--- src/rtl/uart_rx_ctrl.sv ---
// UART receive controller: synchronises rx, frames start/data/stop bits on baud ticks
// and presents each byte through a valid/ready slot with frame-error and overrun pulses.
module uart_rx_ctrl #(
    parameter int unsigned DATA_BITS = 8
) (
    input  logic                 clk,
    input  logic                 reset,
    input  logic                 rx,
    input  logic                 clk_baud,
    output logic                 baud_enable,
    output logic [DATA_BITS-1:0] data_out,
    output logic                 data_valid,
    input  logic                 data_ready,
    output logic                 frame_error,
    output logic                 overrun
);

    typedef enum logic [1:0] {StIdle, StStart, StData, StStop} state_e;

    state_e               state_q, state_d;
    logic                 rx_meta_q, rx_s_q;
    logic [DATA_BITS-1:0] shift_q, shift_d;
    logic [3:0]           bit_cnt_q, bit_cnt_d;
    logic                 baud_enable_q, baud_enable_d;
    logic [DATA_BITS-1:0] data_out_q, data_out_d;
    logic                 data_valid_q, data_valid_d;
    logic                 frame_error_q, frame_error_d;
    logic                 overrun_q, overrun_d;
    logic                 slot_free;

    always_comb begin
        state_d       = state_q;
        shift_d       = shift_q;
        bit_cnt_d     = bit_cnt_q;
        data_out_d    = data_out_q;
        frame_error_d = 1'b0;
        overrun_d     = 1'b0;
        // A consumer taking the byte this cycle frees the slot for a same-cycle load.
        slot_free     = !data_valid_q || data_ready;
        data_valid_d  = data_valid_q && !data_ready;

        case (state_q)
            StIdle: begin
                if (!rx_s_q) state_d = StStart;
            end
            StStart: begin
                if (clk_baud) begin
                    if (!rx_s_q) begin
                        state_d   = StData;
                        bit_cnt_d = '0;
                    end else begin
                        state_d = StIdle;
                    end
                end
            end
            StData: begin
                if (clk_baud) begin
                    shift_d   = {rx_s_q, shift_q[DATA_BITS-1:1]};
                    bit_cnt_d = bit_cnt_q + 4'd1;
                    if (bit_cnt_q == 4'(DATA_BITS - 1)) state_d = StStop;
                end
            end
            StStop: begin
                if (clk_baud) begin
                    state_d = StIdle;
                    if (!rx_s_q) begin
                        frame_error_d = 1'b1;
                    end else if (slot_free) begin
                        data_out_d   = shift_q;
                        data_valid_d = 1'b1;
                    end else begin
                        overrun_d = 1'b1;
                    end
                end
            end
            default: state_d = StIdle;
        endcase

        // Dropping to idle forces one low cycle so the baud generator reloads its phase.
        baud_enable_d = (state_d != StIdle);
    end

    always_ff @(posedge clk) begin
        if (!reset) begin
            state_q       <= StIdle;
            rx_meta_q     <= 1'b1;
            rx_s_q        <= 1'b1;
            shift_q       <= '0;
            bit_cnt_q     <= '0;
            baud_enable_q <= 1'b0;
            data_out_q    <= '0;
            data_valid_q  <= 1'b0;
            frame_error_q <= 1'b0;
            overrun_q     <= 1'b0;
        end else begin
            state_q       <= state_d;
            rx_meta_q     <= rx;
            rx_s_q        <= rx_meta_q;
            shift_q       <= shift_d;
            bit_cnt_q     <= bit_cnt_d;
            baud_enable_q <= baud_enable_d;
            data_out_q    <= data_out_d;
            data_valid_q  <= data_valid_d;
            frame_error_q <= frame_error_d;
            overrun_q     <= overrun_d;
        end
    end

    assign baud_enable = baud_enable_q;
    assign data_out    = data_out_q;
    assign data_valid  = data_valid_q;
    assign frame_error = frame_error_q;
    assign overrun     = overrun_q;

endmodule

--- config.mk ---
export PLATFORM = sky130hd
export DESIGN_NAME = uart_rx_ctrl
export DESIGN_NICKNAME = d
export VERILOG_FILES = /design/src/rtl/uart_rx_ctrl.sv
export SDC_FILE = /design/constraint.sdc
export NUM_CORES = 1
export LEC_CHECK = 0
export ABC_AREA = 0
export CAP_MARGIN = 0
export CELL_PAD_IN_SITES_DETAIL_PLACEMENT = 1
export CELL_PAD_IN_SITES_GLOBAL_PLACEMENT = 1
export CORE_MARGIN = 2
export CORE_UTILIZATION = 45
export DETAILED_ROUTE_END_ITERATION = 16
export DONT_BUFFER_PORTS = 1
export GPL_TIMING_DRIVEN = 1
export PLACE_DENSITY_LB_ADDON = 0.2
export SYNTH_ARGS = -nofsm -noshare
export SYNTH_HDL_FRONTEND = slang
export SYNTH_SLANG_ARGS = --single-unit
export TNS_END_PERCENT = 50
--- constraint.sdc ---
create_clock -name clk -period 2.45 [get_ports clk]
set_input_delay 0.49 -clock clk [delete_from_list [all_inputs] [get_ports clk]]
set_output_delay 0.49 -clock clk [all_outputs]
set_load 0.01 [all_outputs]
==> insert_results.sql <==
INSERT INTO impl_metrics (metric_group, metric, value, unit) VALUES
('run_status', 'status', 'completed', ''),
('worst_setup_path', 'timing.critical_path.slowest_stage_cell', 'dfxtp_1', ''),
('worst_setup_path', 'crit_path_end', 'state_q[0]', ''),
('timing', 'drv_slew', '0', ''),
('die', 'initial_core_util', '47.5', '%'),
('die', 'die_area', '3070', 'µm²'),
('timing', 'worst-slew-pin-transition', '0.468', 'ns'),
('placed_design', 'gp_congestion', '0.803', ''),
('clock_network', 'clk_pin_slew_worst_paths', '0.14', 'ns'),
('clock_network', 'postCtsSetupRepairBufs', '0', ''),
('logic_synthesis', 'synth_top_cell_by_area', 'dfxtp_1', ''),
('routing', 'first_pass_iters', '4', ''),
('cells_and_area', 'area_growth', '2.95', '%'),
('timing', 'worst_clock_skew', '0.00464', 'ns'),
('worst_setup_path', 'worstReg2RegStart', 'state_q[1]', ''),
('die', 'io_pins', '17', ''),
('routing', 'detail_route.wl_per_cell', '13.9', 'µm'),
('worst_setup_path', 'timing.reg2reg.setup_slack', '0.89', 'ns'),
('routing', 'wirelength_routed', '2130', 'µm'),
('global_route', 'grt_antenna_before_repair', '0', ''),
('global_route', 'first_pass_grt_wire_length', '3690', 'µm'),
('clock_network', 'numClockSinks', '28', ''),
('logic_synthesis', 'synth.yosys.seq_area_share', '47.2', '%'),
('timing', 'rsz0062_at_grt', 'no', ''),
('logic_synthesis', 'synth-warning-count', '0', ''),
('power_and_ir_drop', 'power.static_leakage', '0.000409', 'µW'),
('logic_synthesis', 'yosys-top-cells-area', 'dfxtp_1, nand2_1, mux2i_1', ''),
('worst_setup_path', 'critPathCaptureType', 'register', ''),
('power_and_ir_drop', 'pwr_density_cell', '629', 'nW/µm²'),
('clock_network', 'clk_root_buffer_cell', 'clkbuf_4', ''),
('run', 'cap_viol_max_count', '0', ''),
('clock_network', 'clock_tree_from_tritoncts', 'done', ''),
('logic_synthesis', 'postSynthRegisterBits', '28', ''),
('clock_network', 'total_clock_buffers_created_by_cts', '3', ''),
('power_and_ir_drop', 'power.ir.vdd_worst', '0.000341', 'V'),
('cells_and_area', 'nets', '130', ''),
('routing', 'routed_via_density', '5.47', ''),
('global_route', 'global_route.overflow_total', '0', ''),
('worst_setup_path', 'worstPathArrival', '1.83', 'ns'),
('hold_path', 'hold_path.class', 'input port to register', ''),
('worst_setup_path', 'timing.critical_path.required', '2.73', 'ns'),
('cells_and_area', 'post_route_cells_drive_above_1_share', '6.50', '%'),
('timing', 'final.hold.worst_slack', '0.230', 'ns'),
('timing', 'period_needed', '1.56', 'ns'),
('logic_synthesis', 'syn-num-nets', '133', ''),
('logic_synthesis', 'synth.lib_cells_used.distinct', '30', ''),
('clock_network', 'post_cts_resized', '0', ''),
('timing', 'maximum_clock_frequency', '643', 'MHz'),
('cells_and_area', 'fillCellCount', '297', ''),
('die', 'die_h', '55.4', 'µm'),
('clock_network', 'ctsHtreeMaxLevel', '1', ''),
('logic_synthesis', 'post_synth_inst_count', '127', ''),
('timing', 'totalNegativeSetupSlack', '0', 'ns'),
('die', 'floorplan.rows', '18', ''),
('worst_setup_path', 'critical_path.cell_chain', 'nand3b_1 > nor3_1 > o31a_1', ''),
('clock_network', 'clock_latency', '0.32', 'ns'),
('global_route', 'first_global_vias', '832', ''),
('worst_setup_path', 'crit_type', 'register to register', ''),
('timing', 'hold_violations', '0', ''),
('worst_setup_path', 'worst_r2r_endpoint', 'state_q[0]', ''),
('worst_setup_path', 'crit_path_start_kind', 'register', ''),
('global_route', 'grt_start_max_net_pins', '42', ''),
('worst_setup_path', 'critPathMaxStageDelay', '0.64', 'ns'),
('logic_synthesis', 'synth_area', '1190', 'µm²'),
('worst_setup_path', 'critPathLaunch', 'state_q[1]', ''),
('die', 'die_w', '55.4', 'µm'),
('clock_network', 'postCtsHoldBufs', '0', ''),
('worst_setup_path', 'rr_worst_depth', '3', ''),
('cells_and_area', 'antenna_diode_count', '0', ''),
('routing', 'number_of_vias_in_the_routed_layout', '837', ''),
('timing', 'portion_of_the_clock_cycle_consumed_by_the_worst_path_in_the_final_layout', '63.5', '%');
[cell type report]
type | instances | area (µm²) | area share [%]
well taps | 30 | 37.5 | 3.07
clock inverters | 1 | 30.0 | 2.45
flip-flops and latches | 28 | 561 | 45.8
multi-input cells | 90 | 569 | 46.5
inverters | 1 | 3.75 | 0.307
clock buffers | 3 | 22.5 | 1.84
[sequential cells by signal (all words and copies together) (netlist names)]
signal       flops
baud_enable      1
bit_cnt_q        4
data_out         8
data_valid       1
frame_error      1
overrun          1
rx_meta_q        1
rx_s_q           1
shift_q          8
state_q          2
[power by group]
part / total [µW] / switching, µW / leakage [µW] / internal (µW)
sequential: 463 / 4.41 / 0.000226 / 459
combinational: 9.21 / 2.62 / 0.000155 / 6.58
clock: 298 / 133 / 0.0000279 / 165
[kinds of logic (layout without fill, tap and decap cells)]
logic type,after synthesis,in the layout,synth area share (%)
fa+ha+maj,1,1,1.05
buf+inv,9,5,4.95
simple gates,63,63,28.7
flops,28,28,47.2
mux,9,9,7.58
compound gates,17,17,10.5
[how the worst min path moves through the flow]
stage | cells past startpoint | to | slack [ns] | from
floorplan | 1 | rx_s_q | 0.39 | rx_meta_q
detailed placement | 1 | rx_s_q | 0.39 | rx_meta_q
CTS | 1 | rx_meta_q | 0.22 | reset
finish | 1 | rx_s_q | 0.23 | reset
global route | 1 | rx_s_q | 0.22 | reset
global placement | 1 | rx_s_q | 0.39 | rx_meta_q
[synthesized netlist by cell type]
library cell  number
a311o_1            1
and3b_2            1
o21ai_0            3
nand3_1            1
nor2_1             1
inv_1              1
a21boi_1           7
clkbuf_1           2
a21boi_0           3
nand4bb_1          1
o2111ai_1          1
and4b_1            1
nand4b_1           1
ha_1               1
nand3b_1           2
nand2b_1           3
nor3_1             3
buf_6              2
buf_2              2
nor4_1             1
nand2_1           43
nor2_8             1
nand4_4            2
mux2i_1            9
nor2b_1            1
o31a_1             1
buf_4              2
o21a_1             1
and2b_1            1
dfxtp_1           28
[per-layer routing]
| layer | track usage, % | up-vias | share of wire, % |
|---|---|---|---|
| met1 | 18.6 | 399 | 49 |
| li1 | - | 418 | - |
| met2 | 24.7 | 16 | 46 |
| met5 | 0 | - | 0 |
| met4 | 5.23 | 0 | 1.4 |
| met3 | 2.81 | 4 | 3.3 |
[worst max-delay path, delay by kind of cell, from the launching register on]
kind            cells  cell delay, ns
flops               1            0.64
simple gates        2            0.71
compound gates      1            0.16
[per-stage QoR]
stage	utilization [%]	setup slack (ns)	power, µW	cell area (µm²)	instances
after global routing	48.9	0.697	799	1220	153
after global placement	46.8	1.05	482	1170	149
after CTS	48.9	0.898	777	1220	153
after floorplan	-	1.32	489	1190	127
after detailed placement	46.8	0.963	482	1170	149
final	48.9	0.894	770	1220	153
(Power assumes the default switching activity.)
